`config.mk`:
```
export PLATFORM = sky130hd
export DESIGN_NAME = switch_egress_vc_demux
export DESIGN_NICKNAME = d
export VERILOG_FILES = /design/src/rtl/switch_pkg.sv /design/src/rtl/switch_vc_out_slot.sv /design/src/rtl/switch_egress_vc_demux.sv
export SDC_FILE = /design/constraint.sdc
export NUM_CORES = 1
export LEC_CHECK = 0
export ABC_AREA = 1
export BUFFER_PORTS_ARGS = -buffer_cell sky130_fd_sc_hd__buf_2
export CAP_MARGIN = 20
export CORE_MARGIN = 10
export CORE_UTILIZATION = 30
export CTS_BUF_LIST = sky130_fd_sc_hd__clkbuf_4 sky130_fd_sc_hd__clkbuf_8 sky130_fd_sc_hd__clkbuf_16
export CTS_CLUSTER_DIAMETER = 200
export CTS_CLUSTER_SIZE = 40
export DETAILED_ROUTE_END_ITERATION = 8
export MAX_ROUTING_LAYER = met4
export PLACE_DENSITY = 0.54
export SETUP_SLACK_MARGIN = 0.1
export SYNTH_ARGS = -nofsm -noshare
export SYNTH_HDL_FRONTEND = slang
export SYNTH_SLANG_ARGS = --single-unit
```
`constraint.sdc`:
```
create_clock -name clk -period 5.1 [get_ports clk]
set_clock_uncertainty 0.2 [all_clocks]
set_input_delay 0.255 -clock clk [delete_from_list [all_inputs] [get_ports clk]]
set_output_delay 0.255 -clock clk [all_outputs]
set_load 0.005 [all_outputs]
```
`src/rtl/switch_pkg.sv`:
```
// -----------------------------------------------------------------------------
// switch_pkg
// Shared constants for the switch egress virtual-channel demultiplexer.
//   - FSM state encoding for the frame-lock state machine
//   - Width of the optional statistics counters
// No ports (package).
// -----------------------------------------------------------------------------
package switch_pkg;

   // Frame-lock FSM encoding
   localparam logic [1:0] ST_IDLE = 2'd0;   // no frame locked, next beat is a first beat
   localparam logic [1:0] ST_FWD  = 2'd1;   // frame locked to a valid VC
   localparam logic [1:0] ST_DROP = 2'd2;   // frame addressed an absent VC, discard it

   // Width of every statistics counter (wraps naturally at 2^32)
   localparam int STAT_CNT_W = 32;

endpackage

```
`src/rtl/switch_vc_out_slot.sv`:
```
// -----------------------------------------------------------------------------
// switch_vc_out_slot
// Single-entry AXI-Stream output register for one virtual channel.
// Loads on a routed beat, clears when drained, and supports drain+load in the
// same cycle so a steady stream passes with no bubble.
// Ports:
//   clk, rst        - clock, asynchronous active-low reset
//   load            - accepted input beat is routed to this slot this cycle
//   in_data/keep/last/id/dest - beat contents to capture
//   m_ready         - downstream ready
//   m_valid         - slot holds a beat
//   m_data/keep/last/id/dest  - held beat contents (stable while stalled)
//   slot_free       - slot can accept a beat this cycle (empty or draining)
// -----------------------------------------------------------------------------
module switch_vc_out_slot #(
   parameter int DATA_W = 64,
   parameter int KEEP_W = 8,
   parameter int ID_W   = 8,
   parameter int DEST_W = 4
) (
   input  logic              clk,
   input  logic              rst,
   input  logic              load,
   input  logic [DATA_W-1:0] in_data,
   input  logic [KEEP_W-1:0] in_keep,
   input  logic              in_last,
   input  logic [ID_W-1:0]   in_id,
   input  logic [DEST_W-1:0] in_dest,
   input  logic              m_ready,
   output logic              m_valid,
   output logic [DATA_W-1:0] m_data,
   output logic [KEEP_W-1:0] m_keep,
   output logic              m_last,
   output logic [ID_W-1:0]   m_id,
   output logic [DEST_W-1:0] m_dest,
   output logic              slot_free
);

   logic              valid_reg;
   logic [DATA_W-1:0] data_reg;
   logic [KEEP_W-1:0] keep_reg;
   logic              last_reg;
   logic [ID_W-1:0]   id_reg;
   logic [DEST_W-1:0] dest_reg;

   // Free when empty, or when the held beat leaves on this edge.
   assign slot_free = ~valid_reg | m_ready;

   always_ff @(posedge clk or negedge rst) begin
      if (!rst) begin
         valid_reg <= 1'b0;
         data_reg  <= '0;
         keep_reg  <= '0;
         last_reg  <= 1'b0;
         id_reg    <= '0;
         dest_reg  <= '0;
      end else begin
         if (load) begin
            // load wins over drain: valid stays high with new contents
            valid_reg <= 1'b1;
            data_reg  <= in_data;
            keep_reg  <= in_keep;
            last_reg  <= in_last;
            id_reg    <= in_id;
            dest_reg  <= in_dest;
         end else if (valid_reg && m_ready) begin
            valid_reg <= 1'b0;
         end
      end
   end

   assign m_valid = valid_reg;
   assign m_data  = data_reg;
   assign m_keep  = keep_reg;
   assign m_last  = last_reg;
   assign m_id    = id_reg;
   assign m_dest  = dest_reg;

endmodule

```
`src/rtl/switch_egress_vc_demux.sv`:
```
// -----------------------------------------------------------------------------
// switch_egress_vc_demux
// Splits one switch egress AXI-Stream into VC_COUNT per-virtual-channel
// streams. The VC is taken from tuser on the first beat of each frame and the
// whole frame follows it. Frames addressing a VC index >= VC_COUNT are
// swallowed and reported with a one-cycle status_drop pulse.
//
// Ports:
//   clk, rst                 - clock, asynchronous active-low reset
//   s_axis_*                 - input stream (tuser carries the VC index)
//   m_axis_*                 - VC_COUNT output streams, packed lane k = VC k;
//                              m_axis_tuser lane k is the constant k
//   status_drop              - pulse one cycle after a dropped frame's tlast
//
// Optional build macro SWITCH_EGRESS_VC_STATS_EN adds:
//   stat_frame_count         - per-VC count of drained tlast beats (32b each)
//   stat_drop_count          - count of dropped frames (32b)
// -----------------------------------------------------------------------------
module switch_egress_vc_demux
   import switch_pkg::*;
#(
   parameter int AXIS_DATA_WIDTH  = 64,
   parameter int AXIS_KEEP_WIDTH  = AXIS_DATA_WIDTH / 8,
   parameter int AXIS_ID_ENABLE   = 1,
   parameter int AXIS_ID_WIDTH    = 8,
   parameter int AXIS_DEST_ENABLE = 1,
   parameter int AXIS_DEST_WIDTH  = 4,
   parameter int VC_COUNT         = 8,
   parameter int AXIS_USER_WIDTH  = $clog2(VC_COUNT)
) (
   input  logic                                  clk,
   input  logic                                  rst,

   input  logic [AXIS_DATA_WIDTH-1:0]            s_axis_tdata,
   input  logic [AXIS_KEEP_WIDTH-1:0]            s_axis_tkeep,
   input  logic                                  s_axis_tvalid,
   output logic                                  s_axis_tready,
   input  logic                                  s_axis_tlast,
   input  logic [AXIS_ID_WIDTH-1:0]              s_axis_tid,
   input  logic [AXIS_DEST_WIDTH-1:0]            s_axis_tdest,
   input  logic [AXIS_USER_WIDTH-1:0]            s_axis_tuser,

   output logic [VC_COUNT*AXIS_DATA_WIDTH-1:0]   m_axis_tdata,
   output logic [VC_COUNT*AXIS_KEEP_WIDTH-1:0]   m_axis_tkeep,
   output logic [VC_COUNT-1:0]                   m_axis_tvalid,
   input  logic [VC_COUNT-1:0]                   m_axis_tready,
   output logic [VC_COUNT-1:0]                   m_axis_tlast,
   output logic [VC_COUNT*AXIS_ID_WIDTH-1:0]     m_axis_tid,
   output logic [VC_COUNT*AXIS_DEST_WIDTH-1:0]   m_axis_tdest,
   output logic [VC_COUNT*AXIS_USER_WIDTH-1:0]   m_axis_tuser,

   output logic                                  status_drop
`ifdef SWITCH_EGRESS_VC_STATS_EN
   ,
   output logic [VC_COUNT*STAT_CNT_W-1:0]        stat_frame_count,
   output logic [STAT_CNT_W-1:0]                 stat_drop_count
`endif
);

   localparam int USER_W = AXIS_USER_WIDTH;
   // One bit wider than tuser so VC_COUNT itself is representable.
   localparam logic [USER_W:0] VC_LIMIT = (USER_W+1)'(VC_COUNT);

   logic [1:0]          state_reg, state_next;
   logic [USER_W-1:0]   vc_reg, vc_next;
   logic                status_drop_reg;

   logic                in_range;
   logic                fwd_path;
   logic                drop_path;
   logic [USER_W-1:0]   route_vc;
   logic [VC_COUNT-1:0] route_sel;
   logic [VC_COUNT-1:0] slot_free;
   logic [VC_COUNT-1:0] slot_load;
   logic                accept;

   logic [AXIS_ID_WIDTH-1:0]   id_in;
   logic [AXIS_DEST_WIDTH-1:0] dest_in;

   assign id_in   = (AXIS_ID_ENABLE != 0)   ? s_axis_tid   : '0;
   assign dest_in = (AXIS_DEST_ENABLE != 0) ? s_axis_tdest : '0;

   // ---------------------------------------------------------------------
   // Routing decision. In IDLE the current tuser picks the VC; once locked
   // the stored VC is used and tuser on later beats is ignored.
   // ---------------------------------------------------------------------
   assign in_range  = {1'b0, s_axis_tuser} < VC_LIMIT;
   assign fwd_path  = (state_reg == ST_FWD) || ((state_reg == ST_IDLE) && in_range);
   assign drop_path = (state_reg == ST_DROP) || ((state_reg == ST_IDLE) && !in_range);
   assign route_vc  = (state_reg == ST_FWD) ? vc_reg : s_axis_tuser;

   // tready never looks at tvalid, only at the routing target and its slot.
   assign s_axis_tready = drop_path | (|(route_sel & slot_free));
   assign accept        = s_axis_tvalid & s_axis_tready;
   assign slot_load     = route_sel & {VC_COUNT{accept}};

   // ---------------------------------------------------------------------
   // Frame-lock FSM
   // ---------------------------------------------------------------------
   always_comb begin
      state_next = state_reg;
      vc_next    = vc_reg;
      case (state_reg)
         ST_IDLE: begin
            // A first beat carrying tlast is a whole frame: stay in IDLE.
            if (accept && !s_axis_tlast) begin
               if (in_range) begin
                  state_next = ST_FWD;
                  vc_next    = s_axis_tuser;
               end else begin
                  state_next = ST_DROP;
               end
            end
         end
         ST_FWD, ST_DROP: begin
            if (accept && s_axis_tlast) begin
               state_next = ST_IDLE;
            end
         end
         default: state_next = ST_IDLE;
      endcase
   end

   always_ff @(posedge clk or negedge rst) begin
      if (!rst) begin
         state_reg       <= ST_IDLE;
         vc_reg          <= '0;
         status_drop_reg <= 1'b0;
      end else begin
         state_reg       <= state_next;
         vc_reg          <= vc_next;
         status_drop_reg <= accept & s_axis_tlast & drop_path;
      end
   end

   assign status_drop = status_drop_reg;

   // ---------------------------------------------------------------------
   // Per-VC output slots
   // ---------------------------------------------------------------------
   generate
      for (genvar gi = 0; gi < VC_COUNT; gi++) begin : g_vc
         assign route_sel[gi] = fwd_path && (route_vc == USER_W'(gi));

         switch_vc_out_slot #(
            .DATA_W (AXIS_DATA_WIDTH),
            .KEEP_W (AXIS_KEEP_WIDTH),
            .ID_W   (AXIS_ID_WIDTH),
            .DEST_W (AXIS_DEST_WIDTH)
         ) u_slot (
            .clk       (clk),
            .rst       (rst),
            .load      (slot_load[gi]),
            .in_data   (s_axis_tdata),
            .in_keep   (s_axis_tkeep),
            .in_last   (s_axis_tlast),
            .in_id     (id_in),
            .in_dest   (dest_in),
            .m_ready   (m_axis_tready[gi]),
            .m_valid   (m_axis_tvalid[gi]),
            .m_data    (m_axis_tdata[gi*AXIS_DATA_WIDTH +: AXIS_DATA_WIDTH]),
            .m_keep    (m_axis_tkeep[gi*AXIS_KEEP_WIDTH +: AXIS_KEEP_WIDTH]),
            .m_last    (m_axis_tlast[gi]),
            .m_id      (m_axis_tid[gi*AXIS_ID_WIDTH +: AXIS_ID_WIDTH]),
            .m_dest    (m_axis_tdest[gi*AXIS_DEST_WIDTH +: AXIS_DEST_WIDTH]),
            .slot_free (slot_free[gi])
         );

         // Each lane's tuser identifies its own VC.
         assign m_axis_tuser[gi*USER_W +: USER_W] = USER_W'(gi);

`ifdef SWITCH_EGRESS_VC_STATS_EN
         logic [STAT_CNT_W-1:0] frame_cnt_reg;

         always_ff @(posedge clk or negedge rst) begin
            if (!rst) begin
               frame_cnt_reg <= '0;
            end else if (m_axis_tvalid[gi] && m_axis_tready[gi] && m_axis_tlast[gi]) begin
               frame_cnt_reg <= frame_cnt_reg + 1'b1;
            end
         end

         assign stat_frame_count[gi*STAT_CNT_W +: STAT_CNT_W] = frame_cnt_reg;
`endif
      end
   endgenerate

`ifdef SWITCH_EGRESS_VC_STATS_EN
   logic [STAT_CNT_W-1:0] drop_cnt_reg;

   always_ff @(posedge clk or negedge rst) begin
      if (!rst) begin
         drop_cnt_reg <= '0;
      end else if (accept && s_axis_tlast && drop_path) begin
         drop_cnt_reg <= drop_cnt_reg + 1'b1;
      end
   end

   assign stat_drop_count = drop_cnt_reg;
`endif

endmodule

```
== Word level (Yosys, flattened, before mapping) ==
Cells that the tools add are included.
Widths: inputs -> output; s select.

* Equality and inequality tests: 11
* Multiplexer cells: 20
* Bitwise operators: 22
* Reduce and logical (&&, ||, !) cells: 34

{| class="wikitable"
|+ Operators with widths
! kind !! count
|-
| $logic_and 1x1->1 || 18
|-
| $and 8x8->8 || 2
|-
| $mux 1 || 16
|-
| $reduce_bool 2->1 || 8
|-
| $eq 3x3->1 const B || 4
|-
| $or 1x1->1 || 9
|-
| $not 1->1 || 8
|-
| $reduce_or 8->1 || 1
|-
| $eq 3x2->1 const B || 2
|-
| $mux 2 || 2
|-
| $pmux 2 s2 || 1
|-
| $reduce_and 2->1 || 2
|-
| $and 1x1->1 || 3
|-
| $eq 3x1->1 const B || 1
|-
| $logic_not 3->1 || 1
|-
| $mux 3 || 1
|-
| $eq 2x1->1 const B || 1
|-
| $eq 2x2->1 const B || 1
|-
| $logic_not 2->1 || 1
|-
| $ne 2x1->1 const B || 1
|-
| $ne 2x2->1 const B || 1
|-
| $reduce_or 2->1 || 1
|-
| $logic_not 1->1 || 1
|-
| $logic_or 1x1->1 || 1
|}

* Register bits after elaboration: 694
* Output and inout bits: 714
* Logic and storage cells: 138

== Depth between registers and ports, before layout ==
* Depth in word-level cells: 11
* Gate-level depth with buffers: 15

== By module ==
A second synthesis with hierarchy kept.

* Cell total of the unflattened synthesis: 3014
* Area, all modules: 26822.0 sq um

{| class="wikitable"
|+ By module, submodules not included
! module !! times used !! cells an instance !! area each (sq um) !! sequential area each (sq um)
|-
| switch_vc_out_slot || 8 || 364 || 3266.9 || 2152.1
|-
| switch_egress_vc_demux || 1 || 102 || 686.9 || 100.1
|}

== Least setup slack after synthesis ==
No wires, ideal clock.

* Kind: register -> register
* Start point: register state_reg[0]
* End point: register g_vc[0].u_slot.data_reg[41]
* Library setup time: 117 ps
* Data arrival time: 2008 ps
* Setup slack: 2775 ps
* Cell stages (with the launch flop): 16
* Buffers on the path: 3
* Clock period less this slack: 2325 ps
* Cell sequence: dfrtp_1 > inv_2 > nand2_1 > nand2_1 > nand2_1 > nor2_2 > nand2_1 > nand2_1 > nor2_1 > a21boi_2 > buf_6 > nand2_2 > buf_2 > buf_2 > nand2_1 > nand2_1

* Word-level cells in the longest chain between the ends: 9

{| class="wikitable"
|+ RTL lines
! item !! line !! source
|-
| from (decl) || switch_egress_vc_demux.sv:64 || <nowiki>logic [1:0] state_reg, state_next;</nowiki>
|-
| from (signal assigned) || switch_egress_vc_demux.sv:130 || <nowiki>state_reg <= state_next;</nowiki>
|-
| $eq 2x1->1 || switch_egress_vc_demux.sv:88, switch_egress_vc_demux.sv:90 ||
|-
| $mux 3 || switch_egress_vc_demux.sv:90 || <nowiki>assign route_vc = (state_reg == ST_FWD) ? vc_reg : s_axis_tuser;</nowiki>
|-
| $eq 3x1->1, or another cell as far along || switch_egress_vc_demux.sv:143 || <nowiki>assign route_sel[gi] = fwd_path && (route_vc == USER_W'(gi));</nowiki>
|-
| $logic_and 1x1->1 || switch_egress_vc_demux.sv:143 ||
|-
| $and 8x8->8 || switch_egress_vc_demux.sv:93 || <nowiki>assign s_axis_tready = drop_path | (|(route_sel & slot_free));</nowiki>
|-
| $reduce_or 8->1 || switch_egress_vc_demux.sv:93 ||
|-
| $or 1x1->1 || switch_egress_vc_demux.sv:93 ||
|-
| $and 1x1->1 || switch_egress_vc_demux.sv:94 || <nowiki>assign accept = s_axis_tvalid & s_axis_tready;</nowiki>
|-
| $and 8x8->8 * || switch_egress_vc_demux.sv:95 || <nowiki>assign slot_load = route_sel & {VC_COUNT{accept}};</nowiki>
|-
| to (signal assigned) || switch_vc_out_slot.sv:61 || <nowiki>data_reg <= in_data;</nowiki>
|-
| to (decl) || switch_vc_out_slot.sv:40 || <nowiki>logic [DATA_W-1:0] data_reg;</nowiki>
|}

Mark *: on every way between the ends. The rest lies on a longest branch, timed or not.
A chain may end at the register's enable or synchronous reset.

== Final worst setup path ==
* Start point: register state_reg[0]
* End point: register g_vc[6].u_slot.data_reg[63]

* Word-level cells in the longest chain between the ends: 9

{| class="wikitable"
|+ RTL lines
! item !! line
|-
| $eq 2x1->1 || switch_egress_vc_demux.sv:88, switch_egress_vc_demux.sv:90
|-
| $mux 3 || switch_egress_vc_demux.sv:90
|-
| $eq 3x1->1, or another cell as far along || switch_egress_vc_demux.sv:143
|-
| $logic_and 1x1->1 || switch_egress_vc_demux.sv:143
|-
| $and 8x8->8 || switch_egress_vc_demux.sv:93
|-
| $reduce_or 8->1 || switch_egress_vc_demux.sv:93
|-
| $or 1x1->1 || switch_egress_vc_demux.sv:93
|-
| $and 1x1->1 || switch_egress_vc_demux.sv:94
|-
| $and 8x8->8 * || switch_egress_vc_demux.sv:95
|-
| to (signal assigned) || switch_vc_out_slot.sv:61
|-
| to (decl) || switch_vc_out_slot.sv:40
|}

Marks and branches as above.

==> metrics.csv <==
stage,metric,value,unit
status,status,finished clean,
sta,min_period,3.802,ns
floorplanning,fp.dieW,325.3,um
yosys,ys_types,18,
global_route,antenna_found_initial,3,
routing,first_pass_iters,5,
worst_setup_path,critPathBufInv,3,
worst_setup_path,path_cells,inv_2 -> nand2_1 -> nand2_1 -> nand4_1 -> nand2_1 -> nor2_1 -> a21boi_4 -> buf_4 -> buf_12 -> nand3_1 -> nand2_1,
yosys,yosysWarnings,0,
sta,hold_viol_final,0,
yosys,yosysSeqAreaShare,0.6194,
cells_and_area,final_common_cell,nand2_1,
routing,avgViaCountPerCell,4.788,
cells_and_area,final_cells,5055,
cells_and_area,final_cell_mix,"1410 x nand2_1, 786 x buf_2, 692 x dfrtp_1, 683 x nand3_1, 104 x dlygate4sd3_1",
placed_design,io_buffers,787,
yosys,synth_cells,3176,
global_route,grt_usage,0.2172,
sta,tightest_slew,1.060,ns
global_route,grt_pass1_wl,171500,um
worst_setup_path,critPathMostFrequentCell,nand2_1,
yosys,synth_top_area_cell,dfrtp_1,
power_and_ir_drop,p_per_area,629.9,mW/mm^2
clocking,clock_latency,0.62,ns
cells_and_area,largest_reg_flops,512,
power_and_ir_drop,finalPower,21.38,mW
power_and_ir_drop,leakage,19.45,nW
clocking,clockBufferDepth,3,
sta,fin_setup_tns,0,ns
clocking,cts_buffers,21,
sta,max_freq,0.2631,GHz
clocking,h-tree-depth,1,
global_route,grt_max_degree,176,
worst_setup_path,worstPathArrival,4.16,ns
clocking,post_cts_buffers,0,
clocking,clkTransAtPathRegs,0.15,ns
cells_and_area,finish.instance_area,0.03395,mm^2
worst_setup_path,r2r_cells,11,
routing,ant_nets,0,
yosys,synth_area_leaders,"dfrtp_1 62%, nand2_1 19%, nand3_1 12%",
worst_setup_path,worstSetupPathType,register to register,
sta,finalSetupViolations,0,
sta,fin_crit_sh,0.7454,
cells_and_area,regArea,0.01732,mm^2
sta,slew_violations,0,
floorplanning,start_util,0.3036,
power_and_ir_drop,ir_worst_vdd,0.0004442,V
placed_design,dpl_cell_area,0.03235,mm^2
floorplanning,fp.dieArea,0.1058,mm^2
yosys,synth_area,0.02796,mm^2
routing,wl,116900,um
global_route,grt_pass1_vias,24450,
worst_setup_path,max_stage_delay,0.55,ns
sta,rsz0062_at_grt,false,
worst_hold_path,hold_class,primary input to async pin,
floorplanning,io_pins,813,
sta,max_slew_margin,0.2932,
worst_setup_path,crit_path_end_kind,register,
floorplanning,core_area,0.09208,mm^2
yosys,synth_area_per_cell,8.803,um^2
clocking,cts-root-buf,clkbuf_16,
worst_setup_path,crit_family,buffers and inverters,
worst_setup_path,startpoint_type,register,
worst_setup_path,critPathRequiredTime,5.46,ns
routing,wire_per_inst,23.13,um
global_route,overflow,0,
floorplanning,rows,111,
worst_setup_path,crit_slowest_cell,a21boi_4,
worst_setup_path,path_max_fanout,175,
cells_and_area,nFillCells,9582,
cells_and_area,syn_to_final_growth,21.43,%
floorplanning,die_height,325.3,um
routing,drt-initial-drc-count,2318,
cells_and_area,nets,3911,
clocking,clock_sinks,692,
yosys,yosys_register_bits,692,
yosys,yosys.area.top_type_share,0.6194,
cells_and_area,multi_input_area,0.009055,mm^2
cells_and_area,drive_gt1_frac,0.2288,
routing,via_count,24210,
placed_design,dp_hpwl,78380,um
routing,drcViolationCount,0,
placed_design,gp_congestion,0.7970,
run,drv_cap,0,
placed_design,dp_cells,4928,
worst_setup_path,cp.depth,11,
clocking,cts_tree,yes,
-- cell type report --
| cell class | instances | area share |
|---|---|---|
| antenna | 1 | 0.00007371 |
| multi-input combinational | 2145 | 0.2667 |
| inverter | 16 | 0.001769 |
| clock inverter | 1 | 0.0008846 |
| sequential | 692 | 0.5101 |
| tap | 1243 | 0.04581 |
| timing repair buffer | 936 | 0.1591 |
| clock buffer | 21 | 0.01548 |
-- cell usage after synthesis --
cell         n
nand2_1   1414
dfrtp_1    692
nand3_1    683
clkbuf_1   102
buf_2       88
clkbuf_2    84
buf_4       50
buf_1       19
inv_1       15
nor2_1      10
nand4_1      5
nand2_2      4
buf_6        3
conb_1       2
nor2_2       2
a21boi_2     1
inv_2        1
o21ai_0      1
-- kinds of logic after synthesis --
kind of cell / synth area share
AOI/OAI and AO/OA: 0.0005816
buffers and inverters: 0.06382
DFF: 0.6194
other: 0.0002686
and+or+nand+nor: 0.3159
-- final timing paths --
| check | from | to | slack [ns] |
|---|---|---|---|
| max in group asynchronous | rst | g_vc[3].u_slot.m_data[16]$_DFFE_PN0P_ | 3.31 |
| worst min register to register | g_vc[2].u_slot.m_id[1]$_DFFE_PN0P_ | g_vc[2].u_slot.m_id[1]$_DFFE_PN0P_ | 0.27 |
| worst max-delay path | state_reg[0]$_DFFE_PN0P_ | g_vc[6].u_slot.m_data[63]$_DFFE_PN0P_ | 1.30 |
| worst min-delay path | rst | g_vc[5].u_slot.m_data[28]$_DFFE_PN0P_ | 0.03 |
| min in group clk | g_vc[2].u_slot.m_id[1]$_DFFE_PN0P_ | g_vc[2].u_slot.m_id[1]$_DFFE_PN0P_ | 0.27 |
| worst max register to register | state_reg[0]$_DFFE_PN0P_ | g_vc[6].u_slot.m_data[63]$_DFFE_PN0P_ | 1.30 |
-- routing by layer --
metal / wire length, um / global-route usage
met5: 0 / -
met4: 3536 / 0.05744
met3: 9340 / 0.06041
met2: 54930 / 0.3436
met1: 49090 / 0.2714
-- what timing repair did --
item | CTS | global route
hold buffers | 104 | 0
endpoints found under the hold margin | 776 | 0
endpoints found under the setup margin | 0 | 0
resized for setup | 0 | 0
-- metrics by stage --
stage | setup WS (ns) | hold slack, ns | util
after floorplan | 2.775 | -0.2406 | -
after global placement | 1.508 | 0.1664 | 0.3513
after detailed placement | 1.411 | 0.1725 | 0.3513
after CTS | 1.380 | 0.07630 | 0.3686
after global routing | 1.031 | 0.1217 | 0.3687
final | 1.298 | 0.03480 | 0.3687
-- power by group --
part	switching, mW	leakage, nW	internal (mW)
sequential	1.48	8.81	7.95
combinational	6.29	10.4	3.19
clock	1.71	0.270	0.764
total	9.48	19.4	11.9
Note: power is estimated with default switching activity, not from simulation.
